### config.mk
export PLATFORM = sky130hd
export DESIGN_NAME = zmem_responder
export DESIGN_NICKNAME = d
export VERILOG_FILES = /design/src/rtl/zmem_responder.sv
export SDC_FILE = /design/constraint.sdc
export NUM_CORES = 1
export LEC_CHECK = 0
export ABC_AREA = 1
export CELL_PAD_IN_SITES_DETAIL_PLACEMENT = 0
export CELL_PAD_IN_SITES_GLOBAL_PLACEMENT = 1
export CORE_MARGIN = 8
export CORE_UTILIZATION = 45
export CTS_BUF_LIST = sky130_fd_sc_hd__clkbuf_16
export CTS_CLUSTER_SIZE = 8
export DETAILED_ROUTE_END_ITERATION = 16
export PLACE_DENSITY_LB_ADDON = 0.1
export SYNTH_ARGS = -nofsm -noshare
export SYNTH_HDL_FRONTEND = slang
export SYNTH_SLANG_ARGS = --single-unit
### constraint.sdc
create_clock -name CLK -period 6.1 [get_ports CLK]
set_clock_uncertainty 0.05 [all_clocks]
set_input_delay 0.61 -clock CLK [delete_from_list [all_inputs] [get_ports CLK]]
set_output_delay 0.61 -clock CLK [all_outputs]
set_load 0.01 [all_outputs]
### src/rtl/zmem_responder.sv
// zmem_responder: 16x8 data store behind valid/ready request and response channels,
// one request outstanding, with WAIT_CYCLES extra cycles of access latency.
module zmem_responder #(
  parameter int ADDR_W = 4,
  parameter int DATA_W = 8,
  parameter int WAIT_CYCLES = 1
) (
  input  logic              CLK,
  input  logic              RESET,
  input  logic              REQ_VALID,
  output logic              REQ_READY,
  input  logic              REQ_WE,
  input  logic [ADDR_W-1:0] REQ_ADDR,
  input  logic [DATA_W-1:0] REQ_WDATA,
  output logic              RSP_VALID,
  input  logic              RSP_READY,
  output logic              RSP_WR,
  output logic [DATA_W-1:0] RSP_RDATA,
  output logic              BUSY
);
  typedef enum logic [1:0] {S_IDLE, S_WAIT, S_RESP} state_t;
  state_t state;
  logic [DATA_W-1:0] mem [2**ADDR_W];
  logic we_q;
  logic [ADDR_W-1:0] addr_q;
  logic [DATA_W-1:0] wdata_q;
  logic [3:0] cnt;
  assign REQ_READY = state == S_IDLE;
  assign BUSY = state != S_IDLE;
  always_ff @(posedge CLK or posedge RESET)
    if (RESET) begin
      state <= S_IDLE;
      for (int i = 0; i < 2**ADDR_W; i++) mem[i] <= '0;
      we_q <= 1'b0;
      addr_q <= '0;
      wdata_q <= '0;
      cnt <= '0;
      RSP_VALID <= 1'b0;
      RSP_WR <= 1'b0;
      RSP_RDATA <= '0;
    end else
      case (state)
        S_IDLE:
          if (REQ_VALID) begin
            we_q <= REQ_WE;
            addr_q <= REQ_ADDR;
            wdata_q <= REQ_WDATA;
            cnt <= 4'(WAIT_CYCLES);
            state <= S_WAIT;
          end
        S_WAIT:
          if (cnt != 4'd0) cnt <= cnt - 4'd1;
          else begin
            // read data comes from the store at commit time, not at accept
            if (we_q) mem[addr_q] <= wdata_q;
            RSP_RDATA <= we_q ? wdata_q : mem[addr_q];
            RSP_WR <= we_q;
            RSP_VALID <= 1'b1;
            state <= S_RESP;
          end
        S_RESP:
          if (RSP_READY) begin
            RSP_VALID <= 1'b0;
            state <= S_IDLE;
          end
        default: begin
          RSP_VALID <= 1'b0;
          state <= S_IDLE;
        end
      endcase
endmodule
==> results.md, run 1 <==
* # setup viols final at 0
* Slowest cell on the critical path: nand4_1
* Share of the yosys chip area belonging to registers at around 54%
* WP buf/inv at 1
* Most frequent cell after synthesis: nand2_1
* Post-route ant nets at 0
* Final hold viol count at 0
* Crit share post-route at 41.1%
* Hold Crit Class: flop to flop
* Syn. warnings at 0
* Mapped Nets at approximately 940
* Synth top area share at 54.1%
* Nets at approximately 950
* First-pass GRT wire length at ~31000 µm
* CTS resizes at 0
* Max transition margin at roughly a fifth
* Critical path type: flop to flop
* Ranking of synthesized cells by instance count: nand2_1, dfrtp_1, o21ai_0
* Starting density of the core at a little under half
* CTS tree: yes
* Leakage power at about 4.0 nW
* Initial antenna violation count at 0
* Root Buffer: clkbuf_16
* # hold bufs at CTS at 0
* Horiz. Die Dim at around 140 µm
* Peak VDD IR at 208 µV
* Area Overhead vs Synth at 12.5%
* Pre-Repair DR Iteration Count at 5
* Gr usage total at about a fifth
* RSZ-0062 raised after global routing: false
* Final RePlAce weighted congestion at 0.817
* Vias in the first global route at 5726
* Switching Share at between 30% and 40%
* WP data required at between 6000 and 7000 ps
* Routed len/inst at 16.9 µm
* Worst Hold Depth at 1
* H-tree levels at 4
* Clock slew at reported path FFs at ~60 ps
* CTS Buf Count at 17
* WP depth at 6
* Iter 0 DRT Violations at roughly 520
* Ys flop type: dfrtp_1
* Die Y-Extent at approximately 140 µm
* Worst path max stage delay at 560 ps
* Routed vias/inst at about 5.2
* Post-CTS setup buffer count at 0
* Clock sink count at roughly 160
* Int Pwr at between 2 and 2.5 mW
* Worst path top cell family by delay: simple AND/OR/NAND/NOR gates
* Inserted Diodes at 0
* Clock share of power at a little over a quarter
* Avg Inst Size Synth at 7.85 µm²
* Dpl hpwl at between 10000 and 15000 µm
* Die area at roughly 0.02 mm²
* CP cell instances: inv_1 > ha_1 > nand4_2 > nor2_2 > nand4_1 > o21ai_0
* R2r worst-path depth at 6
* Clk_lat worst skew at 430 ps
* Row cnt at between 40 and 50
* Worst slew pin tran at 1210 ps
* Unique masters post-synth at 24
* Fraction of layout cells with a size suffix above 1 at 5.96%
* Count of pins over their slew limit at 0
* Total negative setup slack at 0 ps
* PD cells at between 400 and 500 mW/mm²
* Top post-synthesis cells by area: dfrtp_1, nand2_1, o21ai_0
* Detailed-route DRC error count at 0
* CP Data Arrival Time at between 2000 and 3000 ps
* Total power at 3.93 mW
* Startpoint types: flop
* Filler cell count at 1549
* Largest net degree at the start of global routing at a little over 100
* Boundary Pins at 29
* Crit path time final at between 2000 and 3000 ps
* Grt ovf at 0
* CP endpoint kind: flop
* #FFs+latches synth at 157
* Largest area contributor in the netlist: dfrtp_1
* Mapped Cells at between 900 and 1000
* Number of enable flip-flop cells after synthesis at 0
* PortBufs at 28
* Comb pwr share at approximately 34%
* Max_cap viols at 0
* Core area at about 0.016 mm²
* FMAX at between 0.3 and 0.4 GHz
* Sequential share of power at between 30% and 40%
* Crit Path Max Fanout at 16
* FFs w/ async S/R, synth at 100%
* Mapped cell area at 0.00726 mm²
* Sw power at ~1.6 mW
* Max Root-Sink Buffers at 2
* WL final at around 19000 µm
* Status: completed
* Vias after detailed routing at 5991
## cells by family (layout without fill, tap and decap cells)
group | after synthesis | after routing | share of synthesized area (%)
and+or+nand+nor | 526 | 526 | 29.0
buffers and inverters | 77 | 91 | 5.07
DFF | 157 | 157 | 54.1
adders and majority gates | 2 | 2 | 0.345
AOI/OAI and AO/OA | 163 | 163 | 11.5
## flip-flops by register name, summed over array words and instances (netlist names)
name	cells
cnt	4
addr_q	4
RSP_VALID	1
we_q	1
wdata_q	8
RSP_WR	1
RSP_RDATA	8
mem	128
state	2
## worst reg2reg max path, cell delays in order, from the launching register on
cell and delay, ps:
dfrtp_1 390, inv_1 100, ha_1 190, nand4_2 320
nor2_2 350, nand4_1 560, o21ai_0 430
## per-layer routing
metal / track usage (%) / share of wire [%] / up-vias
met5: 0 / 0 / -
met4: 8.00 / 2.4 / 0
met3: 3.97 / 4.5 / 30
met2: 31.8 / 47 / 124
met1: 26.7 / 46 / 2897
li1: - / - / 2940
## worst paths after layout
kind / end / start / slack, ps
worst max-delay path: mem[34] / cnt[0] / 3590
worst min-delay path: cnt[0] / cnt[0] / 420
worst max register to register: mem[34] / cnt[0] / 3590
worst min register to register: cnt[0] / cnt[0] / 420
max in group asynchronous: mem[47] / RESET / 3980
min in group asynchronous: mem[87] / RESET / 700
## metrics by stage
stage          util [%]  instance area [µm²]  instances  hold slack [ps]  worst slack [ps]
6_report           51.6                 8170       1155              422              3590
5_1_grt            51.6                 8170       1155              432              3350
4_1_cts            51.6                 8170       1155              423              3580
3_5_place_dp       48.0                 7590       1125              414              3440
3_3_place_gp       48.0                 7590       1125              404              3470
2_1_floorplan         -                 7260        925              390              1210
## power groups by stage
stage / Clock [mW] / Combinational, mW / Sequential [mW]
6_report: 1.05 / 1.33 / 1.55
3_5_place_dp: 0 / 1.34 / 1.56
2_1_floorplan: 0 / 0.881 / 1.53
4_1_cts: 1.07 / 1.34 / 1.54
3_3_place_gp: 0 / 1.32 / 1.55
5_1_grt: 1.12 / 1.50 / 1.59
## cells in the final DEF, fill, tap and decap left out
master,n
nand2_1,467
dfrtp_1,156
o21ai_0,105
o21ai_1,48
clkdlybuf4s50_1,28
inv_1,26
nand3_1,23
clkbuf_16,17
nand2_2,10
o21bai_1,8
nor2_1,7
nor2_2,5
nand4_1,4
clkinv_2,4
nor2_4,4
buf_4,4
clkinv_1,3
nor3_1,3
bufinv_16,3
clkinvlp_4,3
inv_6,2
a21oi_1,2
ha_1,2
nand4_2,1
nand2_4,1
nand3b_1,1
dfrtp_2,1
clkinv_4,1
## cell type report
type,count,area [µm²],share of cell area (%)
Timing Repair Buffer,32,310,3.80
Clock inverter,13,153,1.87
Multi-Input combinational cell,691,2970,36.3
Clock buffer,17,425,5.21
Tap cell,216,270,3.31
Sequential cell,157,3930,48.1
Inverter,29,115,1.41
(Power assumes the default switching activity.)
==> run 2: changes to the inputs <==
Clock period 6.1 ns to 2.5 ns, I/O delays scaled along.
==> run 2 against run 1 <==
Design area grew 1.6%. Worst setup slack got worse by 3200 ps. Die area unchanged. Via count increased by 0.38%. Sequential share of layout area shrank 0.75 points. Utilization is 0.81 points higher. Critical endpoint is now mem[4]. Highest routed layer unchanged.
==> results.md, run 2 (same netlist as run 1, synthesis figures left out) <==
* Status: completed
* Detailed-route DRC error count at 0 (unchanged)
* Count of pins over their slew limit at 0 (unchanged)
* Routed vias/inst at 5.14 (-0.90%)
* WP buf/inv at 1 (unchanged)
* Core area at 0.0158 mm² (unchanged)
* Root Buffer: clkbuf_16
* Pre-Repair DR Iteration Count at 5 (unchanged)
* Die Y-Extent at 143 µm (unchanged)
* Crit Path Max Fanout at 16 (unchanged)
* Dpl hpwl at 12600 µm (+5.8%)
* Clk_lat worst skew at 420 ps (about the same)
* PortBufs at 28 (unchanged)
* Grt peak-use layer: met2
* Largest register FFs at 128 (unchanged)
* Reg2reg start: cnt[0]
* Clock share of power at 26.9% (about the same)
* Max_cap viols at 0 (unchanged)
* Commonest cells after routing, fill and taps aside: nand2_1, dfrtp_1, o21ai_0
* Boundary Pins at 29 (unchanged)
* CP Data Arrival Time at 2390 ps (-380 ps)
* CTS tree: yes
* Starting density of the core at 45.9% (unchanged)
* CTS resizes at 0 (unchanged)
* Worst slew pin tran at 875 ps (-336 ps)
* Max transition margin at 41.7% (+22 points)
* Routed len/inst at 16.6 µm (-1.4%)
* Int Pwr at 5.89 mW (+150%)
* # hold bufs at CTS at 0 (unchanged)
* Crit path time final at 2130 ps (-380 ps)
* Final instance count without filler cells at 1170 (+1.3%)
* Comb pwr share at 33.9% (about the same)
* CP cell instances: inv_1 > ha_1 > nand4_2 > nor2_2 > nand4_1 > o21ai_0
* # setup viols final at 0 (unchanged)
* Total power at 9.77 mW (+150%)
* H-tree levels at 4 (unchanged)
* Reg2reg setup slack at 370 ps (-3220 ps)
* Switching Share at 39.7% (-0.13 points)
* Horiz. Die Dim at 143 µm (unchanged)
* FMAX at 0.471 GHz (+18%)
* CTS Buf Count at 17 (unchanged)
* Iter 0 DRT Violations at 500 (-4.0%)
* Finished Cell Area at 0.00830 mm² (+1.6%)
* Clock slew at reported path FFs at 70 ps (about the same)
* Final RePlAce weighted congestion at 0.794 (-2.8%)
* RSZ-0062 raised after global routing: false
* Area Overhead vs Synth at 14.3%
* Gr usage total at 20.3% (+0.21 points)
* Slowest cell on the critical path: nand4_1
* PD cells at 1180 mW/mm² (+140%)
* Clock sink count at 157 (unchanged)
* Die area at 0.0205 mm² (unchanged)
* Hold Crit Class: input port to flop
* Commonest non-fill, non-tap cell in the layout: nand2_1
* Nets at 960 (+1.4%)
* First-pass GRT wire length at 31900 µm (+1.8%)
* Area of placed instances at 0.00770 mm² (+1.4%)
* Startpoint types: flop
* Row cnt at 46 (unchanged)
* Vias after detailed routing at 6014 (+0.38%)
* Sw power at 3.88 mW (+150%)
* R2r worst-path depth at 6 (unchanged)
* Largest net degree at the start of global routing at 158 (+56%)
* # placed instances at 1138 (+1.2%)
* Leakage power at 4.08 nW (+1.1%)
* Met1 GRT Util at 27.9% (+1.2 points)
* Final hold viol count at 0 (unchanged)
* Max Root-Sink Buffers at 2 (unchanged)
* WL final at 19500 µm (-0.11%)
* WP data required at 2770 ps (-3590 ps)
* Worst Hold End: wdata_q[0]
* Total negative setup slack at 0 ps (unchanged)
* Post-route ant nets at 0 (unchanged)
* Most flops, register: mem
* Peak VDD IR at 690 µV (+230%)
* Initial antenna violation count at 0 (unchanged)
* Sequential share of power at 39.2% (about the same)
* Inserted Diodes at 0 (unchanged)
* Fraction of layout cells with a size suffix above 1 at 7.44% (+1.5 points)
* Grt ovf at 0 (unchanged)
* CP endpoint kind: flop
* Vias in the first global route at 5907 (+3.2%)
* Crit share post-route at 85.0% (+44 points)
* Met2 Usage GRT at 32.3% (+0.57 points)
* Worst path max stage delay at 510 ps (-50 ps)
* FF-to-FF End: mem[4]
* Worst path top cell family by delay: simple AND/OR/NAND/NOR gates
* Critical path type: flop to flop
* Hold path start: REQ_WDATA[0]
* Met3 Use GR at 3.61% (-0.37 points)
* Post-CTS setup buffer count at 0 (unchanged)
* Worst Hold Depth at 3 (+2)
* Top flop regs: mem: 128 flops, RSP_RDATA: 8 flops, wdata_q: 8 flops
==> run 2: tightest hold or removal path: stages <==
cell             delay (ps)
clkdlybuf4s50_1         390
nand2_1                  60
o21ai_0                  70
==> run 2: how the worst max path moves through the flow <==
stage	start	endpoint	slack, ps	cells past startpoint
2_1_floorplan	RESET	RSP_RDATA[0]	210	1
3_3_place_gp	cnt[0]	mem[6]	470	6
3_5_place_dp	cnt[0]	mem[6]	370	6
4_1_cts	cnt[0]	mem[6]	370	6
5_1_grt	addr_q[0]	mem[15]	160	6
6_report	cnt[0]	mem[4]	370	6
==> run 2: layout make-up <==
cell class,count,area (µm²)
Timing Repair Buffer,45,420
Fill cell,1506,7530
Inverter,29,114
Sequential cell,157,3930
Clock inverter,15,173
Tap cell,216,270
Multi-Input combinational cell,691,2970
Clock buffer,17,425
==> run 2: metal layers <==
| metal | share of wire, % | wire length [µm] |
|---|---|---|
| met5 | 0 | 0 |
| met3 | 4.6 | 897 |
| met2 | 47 | 9090 |
| met4 | 1.2 | 241 |
| met1 | 47 | 9230 |
==> run 2: per-stage QoR <==
step | setup slack [ps] | util, % | hold WS (ps)
6_report | 375 | 52.4 | 341
2_1_floorplan | 213 | - | 307
3_5_place_dp | 368 | 48.6 | 419
4_1_cts | 369 | 52.4 | 328
3_3_place_gp | 466 | 48.6 | 402
5_1_grt | 164 | 52.4 | 335
==> run 2: power groups by stage <==
stage | registers [mW] | clock network (mW) | logic (mW)
3_3_place_gp | 3.84 | 0 | 3.28
5_1_grt | 3.93 | 2.78 | 3.72
6_report | 3.83 | 2.63 | 3.31
4_1_cts | 3.83 | 2.67 | 3.33
3_5_place_dp | 3.86 | 0 | 3.33
2_1_floorplan | 3.74 | 0 | 2.15
